### config.mk
export PLATFORM = sky130hd
export DESIGN_NAME = mem_arbiter
export DESIGN_NICKNAME = d
export VERILOG_FILES = /design/src/rtl/mem_arbiter_pkg.sv /design/src/rtl/mem_arbiter_timer.sv /design/src/rtl/mem_arbiter.sv
export SDC_FILE = /design/constraint.sdc
export NUM_CORES = 1
export LEC_CHECK = 0
export BUFFER_PORTS_ARGS = -buffer_cell sky130_fd_sc_hd__buf_2
export CORE_AREA = 4 4 90 92
export CTS_CLUSTER_DIAMETER = 60
export CTS_CLUSTER_SIZE = 20
export DETAILED_ROUTE_END_ITERATION = 8
export DIE_AREA = 0 0 94 96
export PLACE_DENSITY = 0.71
export SYNTH_ARGS = -nofsm -noshare
export SYNTH_HDL_FRONTEND = slang
export SYNTH_SLANG_ARGS = --single-unit
### constraint.sdc
create_clock -name clk -period 2.2 [get_ports clk]
set_clock_uncertainty 0.2 [all_clocks]
set_input_delay 0.33 -clock clk [delete_from_list [all_inputs] [get_ports clk]]
set_output_delay 0.33 -clock clk [all_outputs]
set_load 0.01 [all_outputs]
### src/rtl/mem_arbiter_pkg.sv
// Shared definitions for the fetch/data memory arbiter: FSM state
// encoding and the address/data width.
package mem_arbiter_pkg;

    localparam int AW = 16;

    typedef enum logic [1:0] {
        IDLE    = 2'd0,
        IF_BUSY = 2'd1,
        DM_BUSY = 2'd2
    } state_t;

endpackage

### src/rtl/mem_arbiter_timer.sv
// arb_timer: busy-cycle counter for the arbiter timeout (built only with
// MEM_ARB_TIMEOUT_EN). Ports: clk, rst, clear, enable in; expired out.
`ifdef MEM_ARB_TIMEOUT_EN
module arb_timer #(
    parameter int TIMEOUT = 64
) (
    input  logic clk,
    input  logic rst,
    input  logic clear,
    input  logic enable,
    output logic expired
);

    localparam int CW = $clog2(TIMEOUT + 1);

    logic [CW-1:0] count;

    always_ff @(posedge clk) begin
        if (rst || clear) begin
            count <= '0;
        end else if (enable && !expired) begin
            count <= count + CW'(1);
        end
    end

    // count holds (busy cycle - 1), so this fires in busy cycle TIMEOUT
    assign expired = enable && (count == CW'(TIMEOUT - 1));

endmodule
`endif

### src/rtl/mem_arbiter.sv
// mem_arbiter: shares one single-port memory between fetch (if_*) and the
// data stage (dm_*), data first. Ports: clk/rst, if_req/if_addr ->
// if_rdata/if_done, dm_rd/dm_wr/dm_addr/dm_wdata -> dm_rdata/dm_done,
// mem_rd/mem_wr/mem_addr/mem_wdata <- mem_rdata/mem_done, stall_if,
// stall_mem, err. Define MEM_ARB_TIMEOUT_EN to add a busy timeout.
module mem_arbiter
    import mem_arbiter_pkg::*;
#(
    parameter int TIMEOUT = 64
) (
    input  logic          clk,
    input  logic          rst,
    input  logic          if_req,
    input  logic [AW-1:0] if_addr,
    output logic [AW-1:0] if_rdata,
    output logic          if_done,
    input  logic          dm_rd,
    input  logic          dm_wr,
    input  logic [AW-1:0] dm_addr,
    input  logic [AW-1:0] dm_wdata,
    output logic [AW-1:0] dm_rdata,
    output logic          dm_done,
    output logic          mem_rd,
    output logic          mem_wr,
    output logic [AW-1:0] mem_addr,
    output logic [AW-1:0] mem_wdata,
    input  logic [AW-1:0] mem_rdata,
    input  logic          mem_done,
    output logic          stall_if,
    output logic          stall_mem,
    output logic          err
);

    state_t state;
    logic   busy;
    logic   expired;
    logic   err_pulse;

    assign busy = (state != IDLE);

`ifdef MEM_ARB_TIMEOUT_EN
    logic err_sticky;

    arb_timer #(.TIMEOUT(TIMEOUT)) u_timer (
        .clk     (clk),
        .rst     (rst),
        .clear   (!busy),
        .enable  (busy),
        .expired (expired)
    );

    assign err = err_pulse | err_sticky;
`else
    logic [31:0] unused_timeout;

    assign unused_timeout = 32'(TIMEOUT);
    assign expired        = 1'b0;
    assign err            = err_pulse;
`endif

    always_ff @(posedge clk) begin
        if (rst) begin
            state     <= IDLE;
            mem_rd    <= 1'b0;
            mem_wr    <= 1'b0;
            mem_addr  <= '0;
            mem_wdata <= '0;
            if_done   <= 1'b0;
            dm_done   <= 1'b0;
            if_rdata  <= '0;
            dm_rdata  <= '0;
            err_pulse <= 1'b0;
`ifdef MEM_ARB_TIMEOUT_EN
            err_sticky <= 1'b0;
`endif
        end else begin
            if_done   <= 1'b0;
            dm_done   <= 1'b0;
            err_pulse <= 1'b0;
            unique case (state)
                IDLE: begin
                    // The done-pulse cycle never grants; a request still
                    // high there is treated as a fresh one next cycle.
                    if (!(if_done || dm_done)) begin
                        if (dm_rd && dm_wr) begin
                            err_pulse <= 1'b1;
                        end
                        if (dm_rd ^ dm_wr) begin
                            state     <= DM_BUSY;
                            mem_rd    <= dm_rd;
                            mem_wr    <= dm_wr;
                            mem_addr  <= dm_addr;
                            mem_wdata <= dm_wdata;
                        end else if (if_req) begin
                            state    <= IF_BUSY;
                            mem_rd   <= 1'b1;
                            mem_wr   <= 1'b0;
                            mem_addr <= if_addr;
                        end
                    end
                end
                IF_BUSY, DM_BUSY: begin
                    if (mem_done) begin
                        state  <= IDLE;
                        mem_rd <= 1'b0;
                        mem_wr <= 1'b0;
                        if (state == IF_BUSY) begin
                            if_rdata <= mem_rdata;
                            if_done  <= 1'b1;
                        end else begin
                            if (mem_rd) begin
                                dm_rdata <= mem_rdata;
                            end
                            dm_done <= 1'b1;
                        end
                    end else if (expired) begin
                        state  <= IDLE;
                        mem_rd <= 1'b0;
                        mem_wr <= 1'b0;
`ifdef MEM_ARB_TIMEOUT_EN
                        err_sticky <= 1'b1;
`endif
                    end
                end
                default: begin
                    state  <= IDLE;
                    mem_rd <= 1'b0;
                    mem_wr <= 1'b0;
                end
            endcase
        end
    end

    assign stall_if  = if_req & ~if_done;
    assign stall_mem = (dm_rd | dm_wr) & ~dm_done;

endmodule

Yosys cells after proc, flatten, opt, wreduce, memory -nomap -nowiden --
Cells that the tools add are included.
Storage, ports and cells: output and inout bits 71, register bits after elaboration 71, input port bits 70, logic and storage cells 57
Cells by class: bitwise gates (word level) 11, equality and inequality tests 5, reduce and logical (&&, ||, !) cells 12, multiplexer cells 19
Operators by type and width (count):
- $mux 16 | 2
- $reduce_and 3->1 | 4
- $mux 1 | 10
- $mux 2 | 4
- $not 1->1 | 7
- $reduce_or 3->1 | 2
- $ne 2x2->1 const B | 2
- $pmux 1 s2 | 2
- $pmux 2 s2 | 1
- $reduce_and 4->1 | 1
- $ne 3x3->1 const B | 1
- $and 1x1->1 | 2
- $eq 2x1->1 const B | 1
- $eq 2x2->1 const B | 1
- $logic_not 2->1 | 1
- $reduce_bool 2->1 | 1
- $reduce_or 2->1 | 1
- $logic_and 1x1->1 | 1
- $logic_or 1x1->1 | 1
- $or 1x1->1 | 1
- $xor 1x1->1 | 1

Logic depth before layout (Yosys ltp) --
Gate-level depths: netlist of run 1.
depth after elaboration 4, gate-level depth with buffers 8, gate-level depth less buffers 5

Worst setup path after synthesis of run 1 --
No wires, ideal clock.
path kind input -> register, start point input dm_rd, end point register mem_addr[0], stages 8, path slack 0.302 ns, data required time 1.920 ns, arrival time 1.618 ns, setup time 0.080 ns, path through inv_1 ha_1 or2_1 buf_2 and2_4 buf_6 buf_6 a211oi_2
Between the ends: word-level cells in the longest chain between the ends 3, elaborated cells between the ends (all ways) 4
RTL lines:
- start, declared | line mem_arbiter.sv:17 | input logic dm_rd,
- $xor 1x1->1 * | line mem_arbiter.sv:88 | if (dm_rd ^ dm_wr) begin
- $reduce_bool 2->1 (no source line)
- $reduce_and 3->1 (no source line)
- end signal, assigned | line mem_arbiter.sv:92 | mem_addr <= dm_addr;
- end signal, assigned | line mem_arbiter.sv:98 | mem_addr <= if_addr;
- end, declared | line mem_arbiter.sv:25 | output logic [AW-1:0] mem_addr,
Mark *: on every way between the ends. The rest lies on a longest branch, timed or not. A chain may end at the register's enable or synchronous reset.

Final worst setup path of run 1 --
start point register state[0], end point register mem_wr
Between the ends: word-level cells in the longest chain between the ends 4, elaborated cells between the ends (all ways) 9
RTL lines:
- start, declared | line mem_arbiter.sv:34 | state_t state;
- start signal, assigned | line mem_arbiter.sv:63 | state <= IDLE;
- start signal, assigned | line mem_arbiter.sv:89 | state <= DM_BUSY;
- start signal, assigned | line mem_arbiter.sv:95 | state <= IF_BUSY;
- $eq 2x1->1 / $eq 2x2->1 (equally long branches) | line mem_arbiter.sv:80 | unique case (state)
- $reduce_or 2->1 | line mem_arbiter.sv:80
- $ne 2x2->1 (no source line)
- $reduce_and 3->1 (no source line)
- end signal, assigned | line mem_arbiter.sv:91 | mem_wr <= dm_wr;
- end, declared | line mem_arbiter.sv:24 | output logic mem_wr,
Several ways; a longest one is shown, not always the timed one.

==> run metrics, run 1 <==
pwr dens 969 nW/µm²; Seq pwr share 40.4%; Fill cells 700; Via-to-Cell Ratio 4.83; reg2reg end mem_wr; run status finished clean; initial cell density of the core 40.4%; post-synthesis cell type count 33; number of antenna diodes 0; fraction of registers with async set/reset 0%; total gr overflow 0; WP depth 5; DR pass1 iterations 4; dominant cells by area after synthesis dfxtp_1, nand2_1, a21oi_1; Area after DPL 3700 µm²; Net Count, Synth 413; maximum VDD drop 0.456 mV; share of cells above drive strength 1 37.4%; initial antenna violation count 0; critical path cell sequence inv_1, ha_1, nor2b_1, or4_1, a21oi_1; crit share post-route 86.6%; endpoints failing setup 0; Rel. slew slack 59.2%; average wire per cell in the routed design 13.4 µm; CTS sink count 71; Pint 2.67 mW; Primary FF master, synth dfxtp_1; clk buf depth 2; first-pass GRT wire length 12.4 mm; Worst EP required 2270 ps; Register Area 1420 µm²; CP delay by family, top simple AND/OR/NAND/NOR gates; vias 2778; Synth top cells by count nand2_1, dfxtp_1, a21oi_1, mux2i_1, clkbuf_1; drt total wl 7.71 mm; Reg clk slew, reported paths 70 ps; root buffer cell clkbuf_8; mux share of post-synthesis cell area 5.49%; Reg-to-Reg Start state[0]; # DRC 0; static leakage 1.83 nW; GP Congestion 0.763; Post-synth EDFFs 0; post-route cell area 3940 µm²; cell with the most instances after synthesis nand2_1; Warnings, synthesis 0; CTS Buf Count 9; Critical Path End Type flip-flop; nets 548; CORE AREA 7210 µm²; CTS tree built; setup slack after layout 294 ps; Avg Inst Size Synth 8.68 µm²; die footprint 9020 µm²; fmax 525 MHz; Synth Area in XOR/XNOR 0%; port bufs 140; multi-input gate area in the final layout 1360 µm²; Critical Path Slowest Stage Cell or4_1; initial DRC count 113; Synth Instances 336; row count 31; Final min period 1910 ps; CP peak stage delay 520 ps; Setup CP Type reg2reg; RSZ-0062 raised after global routing no; Seq cells post-synth 71; vias in the first global route 2808; combinational share of power 26.5%; Max Cap Violations 0; Cell Area, Synth 2920 µm²; Worst-Skew Late Latency 330 ps; crit-path max FO 5; R2R depth 5; simple-gate share of the synthesized area 19.0%; adder-cell share of the synthesized area 3.00%; number of top-level pins 141; setup_tns 0 ps; post-route ant nets 0; Compound-Gate Fraction of Synth Area 19.0%; Clk pwr share 33.1%; Worst Setup EP mem_wr; R2R Setup Slk 290 ps; worst slack at placement 221 ps; Final HPWL DP 5.70 mm; Post-CTS Hold Fix Bufs 0; P_sw 1.15 mW; crit path from state[0]; Slew Viols, Final 0; sw frac 30.0%; main combinational cell family by area after synthesis simple AND/OR/NAND/NOR gates; worst-margin pin slew 611 ps; Synth area leader dfxtp_1; largest net degree at the start of global routing 38; proportion of synthesized chip area in sequential cells 48.7%; H-Tree Depth 3; critical path arrival 1970 ps; post-CTS sizing 0; DIE HEIGHT 96 µm; worst path bufs/invs 1; post-CTS repair timing setup buffer count 0; Startpoint Class flip-flop; Area Overhead vs Synth 35.1%; Hold Slack 25.5 ps; Die W 94 µm; share of the synthesized area in the top cell type 48.7%; Tot GR Track Use 17.3%; hold crit path type in2reg; final hold violations 0
==> registers in the layout, summed over array words and instances, names as in the netlist <==
register   count
err            1
dm_rdata      16
mem_wdata     16
state          2
if_done        1
dm_done        1
if_rdata      16
mem_wr         1
mem_rd         1
mem_addr      16
==> stage by stage <==
step	utilization, %	power, mW	std cells
floorplan	-	2.26	336
global placement	51.2	2.56	559
detailed placement	51.2	2.59	559
CTS	54.6	3.87	575
global route	54.6	4.06	575
finish	54.6	3.82	575
==> power groups by stage <==
stage / logic [mW] / registers, mW / clock network, mW
floorplan: 0.612 / 1.64 / 0
global placement: 0.993 / 1.57 / 0
detailed placement: 1.02 / 1.57 / 0
CTS: 1.02 / 1.54 / 1.30
global route: 1.13 / 1.56 / 1.36
finish: 1.01 / 1.54 / 1.26
==> worst min-delay path: stages <==
cell and delay [ps]:
buf_2 100, nand2_1 40, a21oi_1 50
==> worst min-delay path by stage <==
stage,startpoint,endpoint,depth (start not counted)
2_1_floorplan,state[1],state[1],2
3_3_place_gp,mem_wdata[1],mem_wdata[1],2
3_5_place_dp,if_rdata[13],if_rdata[13],2
4_1_cts,dm_wdata[7],mem_wdata[7],3
5_1_grt,dm_wdata[12],mem_wdata[12],3
6_report,dm_wdata[7],mem_wdata[7],3
==> layout make-up <==
type                            count  share of cell area [%]
Timing Repair Buffer              149                    19.8
Clock inverter                      5                    2.63
Inverter                            4                   0.381
Tap cell                           99                    3.14
Clock buffer                       11                    3.59
Sequential cell                    71                    36.1
Multi-Input combinational cell    236                    34.4
==> logic make-up (layout without fill, tap and decap cells) <==
logic type,count (synthesis),after routing
DFF,71,71
muxes,16,16
buffers and inverters,29,169
and+or+nand+nor,123,123
adders and majority gates,7,7
AOI/OAI and AO/OA,90,90
==> metal layers <==
layer | GRT usage [%] | wire (µm)
met1 | 18.9 | 3230
met2 | 30.3 | 3780
met3 | 5.79 | 560
met4 | 8.30 | 134
met5 | 0 | 0
==> placed cells by master (no fill, tap or decap), types with 6 or more instances in the layout <==
cell type,instances
a211oi_1,6
a211oi_2,10
a21oi_1,68
buf_2,140
buf_4,8
clkbuf_8,10
dfxtp_1,71
ha_1,7
mux2i_1,16
nand2_1,100
Power figures use the tool's default switching activity.
==> inputs of run 2 (changes only) <==
Settings changed: REMOVE_ABC_BUFFERS from default to 1.
==> run 2 against run 1 <==
  * First-iteration DRC count shrank 23%
  * Worst hold slack improved by 2.1 ps
  * Final area shrank 0.63%
  * Cell count is 0.52% higher
  * Critical path depth unchanged
  * Sequential power is essentially flat
  * Setup slack worse by 20 ps
  * Maximum frequency fell by 1.1%
  * Die area unchanged
  * Via count down 0.32%
  * Power decreased by 6.1%
  * Largest cell class unchanged
  * Highest routed layer unchanged
==> run metrics, run 2 (synthesized netlist as in run 1, its figures left out) <==
run status finished clean; Reg clk slew, reported paths 80 ps; CTS Buf Count 9; Pint 2.42 mW; average wire per cell in the routed design 13.6 µm; post-CTS repair timing setup buffer count 0; initial antenna violation count 0; Slew Viols, Final 0; RSZ-0062 raised after global routing no; post-route cell area 3920 µm²; nets 551; CTS sink count 71; Worst EP required 2270 ps; critical path arrival 1990 ps; DR pass1 iterations 4; Setup CP Type reg2reg; static leakage 1.82 nW; GP Congestion 0.790; initial DRC count 87; Max Cap Violations 0; port bufs 140; most common cell after layout, fill and taps aside buf_2; clk buf depth 2; CORE AREA 7210 µm²; worst slack at placement 274 ps; number of antenna diodes 0; hold crit path type in2reg; vias 2769; die footprint 9020 µm²; Final min period 1930 ps; Layout Utilization 54.3%; Critical Path End Type flip-flop; final hold violations 0; Via-to-Cell Ratio 4.79; vias in the first global route 2663; sw frac 32.6%; drt total wl 7.84 mm; number of top-level pins 141; worst-margin pin slew 582 ps; Worst-Skew Late Latency 330 ps; Area Overhead vs Synth 34.2%; largest net degree at the start of global routing 34; total gr overflow 0; endpoints failing setup 0; maximum VDD drop 0.460 mV; row count 31; pwr dens 916 nW/µm²; share of cells above drive strength 1 38.0%; Seq pwr share 43.1%; initial cell density of the core 40.4%; crit share post-route 87.6%; CTS tree built; most frequent cells in the layout buf_2, nand2_1, dfxtp_1; H-Tree Depth 3; Final HPWL DP 5.84 mm; Rel. slew slack 61.2%; post-route ant nets 0; P_sw 1.17 mW; crit-path max FO 5; root buffer cell clkbuf_8; DIE HEIGHT 96 µm; fmax 519 MHz; post-CTS sizing 0; combinational share of power 28.5%; Post-CTS Hold Fix Bufs 0; Tot GR Track Use 17.1%; first-pass GRT wire length 12.3 mm; Die W 94 µm; setup slack after layout 274 ps; Clk pwr share 28.5%; Startpoint Class flip-flop; Area after DPL 3720 µm²; # DRC 0
-- run 2: metal layers --
| metal | global-route usage, % | wire (µm) |
|---|---|---|
| met3 | 3.83 | 489 |
| met5 | 0 | 0 |
| met1 | 19.7 | 3180 |
| met4 | 6.74 | 104 |
| met2 | 30.7 | 4070 |
-- run 2: critical path, cell delays in order, from the launching register on --
cell and delay [ps]:
dfxtp_1 360, inv_1 80, ha_1 360, nor2b_1 200
or4_1 520, a21oi_1 140
-- run 2: worst paths after layout --
| kind | start | end | slack (ps) | cells past startpoint |
|---|---|---|---|---|
| max | state[0] | mem_wr | 270 | 5 |
| min | dm_wdata[13] | mem_wdata[13] | 30 | 3 |
| max reg2reg | state[0] | mem_wr | 270 | 5 |
| min reg2reg | mem_wdata[14] | mem_wdata[14] | 250 | 2 |
-- run 2: power by group through the flow --
stage	clock network (mW)	registers, mW	logic [mW]
5_1_grt	1.12	1.56	1.13
4_1_cts	1.06	1.54	1.03
3_3_place_gp	0	1.57	1.00
2_1_floorplan	0	1.64	0.525
3_5_place_dp	0	1.57	1.03
6_report	1.02	1.54	1.02
-- run 2: final cells by class --
cell class	instances	area, µm²
timing repair buffer	152	803
inverter	4	15.0
clock buffer	9	124
fill	718	3300
tap	99	124
multi-input combinational	236	1360
clock inverter	7	73.8
sequential	71	1420
-- run 2: per-stage QoR --
step / total power, mW / hold slack [ps] / instances / TNS, ps
floorplan: 2.17 / 195 / 311 / -3510
global placement: 2.57 / 239 / 562 / 0
detailed placement: 2.60 / 244 / 562 / 0
CTS: 3.63 / 10.7 / 578 / 0
global route: 3.81 / 23.0 / 578 / 0
finish: 3.59 / 27.6 / 578 / 0
